[config.mk]
export PLATFORM = sky130hd
export DESIGN_NAME = hamming_rx_ctrl
export DESIGN_NICKNAME = d
export VERILOG_FILES = /design/src/rtl/hamming_rx_ctrl.sv
export SDC_FILE = /design/constraint.sdc
export NUM_CORES = 1
export LEC_CHECK = 0
export CAP_MARGIN = 20
export CORE_MARGIN = 1.5
export CORE_UTILIZATION = 50
export CTS_BUF_LIST = sky130_fd_sc_hd__clkbuf_16
export CTS_CLUSTER_DIAMETER = 30
export DETAILED_ROUTE_END_ITERATION = 7
export GPL_ROUTABILITY_DRIVEN = 0
export GPL_TIMING_DRIVEN = 0
export PLACE_DENSITY = 0.81
export SLEW_MARGIN = 40
export SYNTH_ARGS = -nofsm -noshare
export SYNTH_HDL_FRONTEND = slang
export SYNTH_SLANG_ARGS = --single-unit
[constraint.sdc]
create_clock -name clk -period 1.83 [get_ports clk]
set_input_delay 0.366 -clock clk [delete_from_list [all_inputs] [get_ports clk]]
set_output_delay 0.366 -clock clk [all_outputs]
set_load 0.01 [all_outputs]
[src/rtl/hamming_rx_ctrl.sv]
// Receive-side Hamming(7,4) controller: serial bits in, codewords decoded and
// paired into bytes on a valid/ready output, with a saturating corrected-error count.

module hamming_7_4 (
    input  logic [6:0] code,
    output logic [3:0] data,
    output logic       error
);
    logic [2:0] syndrome;

    // code[k-1] holds codeword position k; the syndrome names the flipped position.
    assign syndrome[0] = code[0] ^ code[2] ^ code[4] ^ code[6];
    assign syndrome[1] = code[1] ^ code[2] ^ code[5] ^ code[6];
    assign syndrome[2] = code[3] ^ code[4] ^ code[5] ^ code[6];

    assign data[3] = code[2] ^ (syndrome == 3'd3);
    assign data[2] = code[4] ^ (syndrome == 3'd5);
    assign data[1] = code[5] ^ (syndrome == 3'd6);
    assign data[0] = code[6] ^ (syndrome == 3'd7);
    assign error   = |syndrome;
endmodule

module hamming_rx_ctrl #(
    parameter int ERR_W = 8
) (
    input  logic             clk,
    input  logic             rst,
    input  logic             bit_in,
    input  logic             bit_valid,
    output logic             bit_ready,
    output logic [7:0]       byte_out,
    output logic             byte_valid,
    input  logic             byte_ready,
    output logic             byte_err,
    input  logic             err_clr,
    output logic [ERR_W-1:0] err_count
);
    typedef enum logic [1:0] {
        ST_RECV,
        ST_DECODE,
        ST_WAIT
    } state_t;

    state_t           state_q, state_d;
    logic [2:0]       cnt_q, cnt_d;
    logic [6:0]       cw_q, cw_d;
    logic             sel_hi_q, sel_hi_d;
    logic [3:0]       low_nib_q, low_nib_d;
    logic             pend_err_q, pend_err_d;
    logic [7:0]       hold_byte_q, hold_byte_d;
    logic             hold_err_q, hold_err_d;
    logic [7:0]       byte_out_q, byte_out_d;
    logic             byte_valid_q, byte_valid_d;
    logic             byte_err_q, byte_err_d;
    logic             bit_ready_q, bit_ready_d;
    logic [ERR_W-1:0] err_count_q, err_count_d;

    logic [3:0]       dec_data;
    logic             dec_err;
    logic             bit_acc;
    logic             out_take;

    hamming_7_4 u_dec (
        .code  (cw_q),
        .data  (dec_data),
        .error (dec_err)
    );

    assign bit_acc  = bit_valid && bit_ready_q;
    assign out_take = byte_valid_q && byte_ready;

    always_comb begin
        state_d      = state_q;
        cnt_d        = cnt_q;
        cw_d         = cw_q;
        sel_hi_d     = sel_hi_q;
        low_nib_d    = low_nib_q;
        pend_err_d   = pend_err_q;
        hold_byte_d  = hold_byte_q;
        hold_err_d   = hold_err_q;
        byte_out_d   = byte_out_q;
        byte_err_d   = byte_err_q;
        byte_valid_d = byte_valid_q && !out_take;
        err_count_d  = err_count_q;

        case (state_q)
            ST_RECV: begin
                if (bit_acc) begin
                    // First bit received ends up in cw_q[0] (position 1).
                    cw_d = {bit_in, cw_q[6:1]};
                    if (cnt_q == 3'd6) begin
                        cnt_d   = 3'd0;
                        state_d = ST_DECODE;
                    end else begin
                        cnt_d = cnt_q + 3'd1;
                    end
                end
            end
            ST_DECODE: begin
                state_d = ST_RECV;
                if (!sel_hi_q) begin
                    low_nib_d  = dec_data;
                    pend_err_d = dec_err;
                    sel_hi_d   = 1'b1;
                end else begin
                    sel_hi_d = 1'b0;
                    if (!byte_valid_q || out_take) begin
                        byte_out_d   = {dec_data, low_nib_q};
                        byte_err_d   = dec_err | pend_err_q;
                        byte_valid_d = 1'b1;
                    end else begin
                        hold_byte_d = {dec_data, low_nib_q};
                        hold_err_d  = dec_err | pend_err_q;
                        state_d     = ST_WAIT;
                    end
                end
            end
            ST_WAIT: begin
                if (out_take) begin
                    byte_out_d   = hold_byte_q;
                    byte_err_d   = hold_err_q;
                    byte_valid_d = 1'b1;
                    state_d      = ST_RECV;
                end
            end
            default: state_d = ST_RECV;
        endcase

        if (err_clr) begin
            err_count_d = '0;
        end else if (state_q == ST_DECODE && dec_err && err_count_q != {ERR_W{1'b1}}) begin
            err_count_d = err_count_q + ERR_W'(1);
        end

        bit_ready_d = (state_d == ST_RECV);
    end

    always_ff @(posedge clk) begin
        if (rst) begin
            state_q      <= ST_RECV;
            cnt_q        <= 3'd0;
            cw_q         <= 7'd0;
            sel_hi_q     <= 1'b0;
            low_nib_q    <= 4'd0;
            pend_err_q   <= 1'b0;
            hold_byte_q  <= 8'd0;
            hold_err_q   <= 1'b0;
            byte_out_q   <= 8'd0;
            byte_valid_q <= 1'b0;
            byte_err_q   <= 1'b0;
            bit_ready_q  <= 1'b1;
            err_count_q  <= '0;
        end else begin
            state_q      <= state_d;
            cnt_q        <= cnt_d;
            cw_q         <= cw_d;
            sel_hi_q     <= sel_hi_d;
            low_nib_q    <= low_nib_d;
            pend_err_q   <= pend_err_d;
            hold_byte_q  <= hold_byte_d;
            hold_err_q   <= hold_err_d;
            byte_out_q   <= byte_out_d;
            byte_valid_q <= byte_valid_d;
            byte_err_q   <= byte_err_d;
            bit_ready_q  <= bit_ready_d;
            err_count_q  <= err_count_d;
        end
    end

    assign bit_ready  = bit_ready_q;
    assign byte_out   = byte_out_q;
    assign byte_valid = byte_valid_q;
    assign byte_err   = byte_err_q;
    assign err_count  = err_count_q;
endmodule

==> impl_metrics.csv <==
group,metric,value,unit
outcome,status,"finished, violations left",
outcome,violations,"setup timing",
sta,maxSlewViolCount,0,
pwr,finalPower,0.00219,W
floorplanning,die_w,70.7,um
global_routing,grt-ovfl-total,0,
floorplanning,num_io_pins,25,
finish,seqCellArea,923,sq um
clock_tree,clk_latency,290,ps
sta,final.setup_skew,5.51,ps
yosys,yosysTopAreaCell,"dfxtp_1",
yosys,synth-seq-cells,46,
clock_tree,cts-root-buf,"clkbuf_16",
global_routing,grt_pass1_wl,9.20,mm
pwr,powerDensity,711,nW/um^2
floorplanning,design.die.area,5000,sq um
floorplanning,start_util,52.3,%
finish,num_antenna_cells,0,
clock_tree,cts_buffers,5,
drt,post-route-drc-count,0,
drt,first_pass_iters,4,
clock_tree,clk_path_buf_depth,2,
drt,wl,5.78,mm
pwr,leakagePower,1.08,nW
worst_setup_path,worstSetupStartpointType,"register",
floorplanning,die_h,70.7,um
finish,drive_gt1_share,20.4,%
yosys,synth_top_area_share,40.2,%
sta,worst_slack,-43.2,ps
sta,finalCriticalPeriod,1870,ps
yosys,avgSynthCellArea,8.46,sq um
clock_tree,path_clk_slew,60,ps
finish,area_growth,34.6,%
yosys,seq_area_frac_synth,40.2,%
floorplanning,fp-row-count,24,
worst_setup_path,critPathMaxFanout,5,
global_routing,grt_max_degree,14,
worst_setup_path,crit_type,"reg -> reg",
finish,fin_area,3090,sq um
yosys,synth_area_leaders,"dfxtp_1 40%, mux2i_1 5.7%, nand2_1 5.2%",
yosys,ys_types,43,
floorplanning,coreArea,4380,sq um
pwr,vdd_drop_max,0.539,mV
sta,finalHoldViolations,0,
placement,placed_area,2600,sq um
drt,vias,2174,
drt,routedWlPerCell,15.8,um
clock_tree,cts_tree,"yes",
sta,timing.fmax,534,MHz
yosys,ys_warn_count,0,
worst_setup_path,crit_path_end_kind,"register",
clock_tree,cts_htree_levels,2,
placement,dp_hpwl,3.47,mm
worst_setup_path,worstPathArrival,2100,ps
sta,relSlewSlack,68.2,%
drt,drt_iter0_drc,148,
global_routing,antenna_found_initial,0,
run,cap_viol_max_count,0,
sta,rsz0062_at_grt,"yes",
worst_setup_path,r2r_cells,7,
min_path,hold_path.class,"reg -> reg",
placement,numPortBuffers,24,
yosys,synth.cell_area,2290,sq um
clock_tree,hold_buffers,0,
global_routing,grt.total_usage,22.4,%
sta,setup_viol_count_final,4,
drt,ant_nets,0,
yosys,synthCells,271,
finish,nNetsFinal,324,
finish,multi_input_area,1480,sq um
finish,fillCellCount,336,
sta,period_share,102,%
clock_tree,numClockSinks,46,
min_path,hold-path-cell-count,2,
sta,worstMarginPinSlew,477,ps
worst_setup_path,crit_required,2060,ps
drt,vias_per_cell,5.96,
yosys,synth_fp_nets,282,
global_routing,grt_pass1_vias,1981,
state kept, by name (all words and copies together) (netlist names):
signal       count
pend_err_q       1
hold_err_q       1
byte_err         1
low_nib_q        4
state_q          2
byte_valid       1
bit_ready        1
hold_byte_q      8
sel_hi_q         1
err_count        8
byte_out         8
cw_q             7
cnt_q            3
layout by cell type (no fill, tap or decap), types with 3 or more instances in the layout:
cell | netlist | routed
nand2b_1 | 3 | 3
buf_2 | 6 | 4
o21a_1 | 3 | 3
buf_6 | 3 | 4
nor2_1 | 31 | 31
clkdlybuf4s50_1 | 0 | 23
xor2_4 | 0 | 3
or3_1 | 4 | 3
o31ai_1 | 4 | 3
a211oi_1 | 11 | 10
mux2i_1 | 13 | 13
a21oi_1 | 17 | 15
xnor2_2 | 0 | 4
inv_1 | 4 | 4
nand3_1 | 11 | 10
nor3_1 | 7 | 6
and3_1 | 6 | 6
clkbuf_16 | 0 | 5
nand2_1 | 32 | 31
a311oi_1 | 5 | 4
dfxtp_1 | 46 | 44
clkbuf_2 | 0 | 5
o21ai_0 | 15 | 13
buf_4 | 0 | 14
ha_1 | 5 | 4
metrics by stage:
step / instances / hold WS [ps] / setup WS, ps / util, % / setup TNS (ps)
detailed placement: 347 / 468 / -480 / 59.4 / -9900
finish: 365 / 481 / -43.2 / 70.4 / -116
global placement: 347 / 461 / -415 / 59.4 / -9270
floorplan: 271 / 446 / 23.7 / - / 0
CTS: 362 / 478 / -39.0 / 66.5 / -141
global route: 365 / 514 / -101 / 70.4 / -930
final timing paths:
check | start | end | slack, ps
setup / recovery | cw_q[4]$_SDFFE_PP0P_ | err_count[0]$_SDFFE_PP0P_ | -40
hold / removal | cw_q[3]$_SDFFE_PP0P_ | cw_q[2]$_SDFFE_PP0P_ | 480
hold reg to reg | cw_q[3]$_SDFFE_PP0P_ | cw_q[2]$_SDFFE_PP0P_ | 480
setup reg to reg | cw_q[4]$_SDFFE_PP0P_ | err_count[0]$_SDFFE_PP0P_ | -40
worst max-delay path: stages, from the launching register on:
cell     delay, ps
dfxtp_2        320
buf_6          100
xnor3_2        470
xnor2_4        230
a21oi_4         70
buf_6          150
or3_4          360
a21oi_2        110
kinds of logic after synthesis:
kind of cell / Yosys count / share of synthesized area (%)
compound gates: 68 / 19.3
fa+ha+maj: 5 / 2.73
simple gates: 107 / 21.9
buf+inv: 22 / 4.91
mux: 13 / 5.68
flops: 46 / 40.2
xor+xnor: 10 / 5.29
power by group:
group	internal [W]	leakage, nW	switching [W]
registers	0.00101	0.372	0.00000618
clock network	0.000632	0.0773	0.000369
logic	0.0000725	0.630	0.000107
total	0.00171	1.08	0.000482
per-layer routing:
metal | vias up | global-route usage, % | share of wire (%)
met5 | - | 0 | 0
met4 | 0 | 6.29 | 1.8
met3 | 9 | 4.13 | 4.7
met2 | 60 | 38.0 | 53
met1 | 1053 | 29.4 | 41
li1 | 1052 | - | -
what timing repair did:
item | CTS | global route
pin swaps | 10 | 9
gates cloned | 1 | 0
resized for setup | 20 | 39
endpoints found under the setup margin | 23 | 43
buffers inserted | 7 | 3
cell type report:
cell class / count / share of cell area, %
clock inverter: 2 / 1.09
timing repair buffer: 35 / 10.5
sequential: 46 / 29.9
buffer: 18 / 3.97
tap: 52 / 2.11
inverter: 4 / 0.487
multi-input combinational: 203 / 47.9
clock buffer: 5 / 4.06
synthesized netlist by cell type:
cell       number
xnor2_4         1
nor3b_1         2
nand4b_1        2
a41o_1          1
o21ai_0        15
a311oi_1        5
o211ai_1        1
dfxtp_1        46
xnor2_1         5
buf_2           6
o31a_1          1
clkbuf_1        8
a21boi_0        1
xor2_1          3
o21a_1          3
a31oi_1         3
or3_1           4
a31o_2          1
a21oi_2         1
buf_1           1
o221ai_1        1
nor2_1         31
a21oi_1        17
nand2_1        32
a2111oi_0       1
xnor3_2         1
buf_6           3
and3_1          6
a211oi_1       11
or2_2           1
o31ai_1         4
nor2b_1         2
inv_1           4
ha_1            5
or4_1           2
nor4_1          3
nand2b_1        3
a21o_2          1
nor3_1          7
mux2i_1        13
a22oi_1         1
and3b_1         1
nand3_1        11
Note: power is estimated with default switching activity, not from simulation.
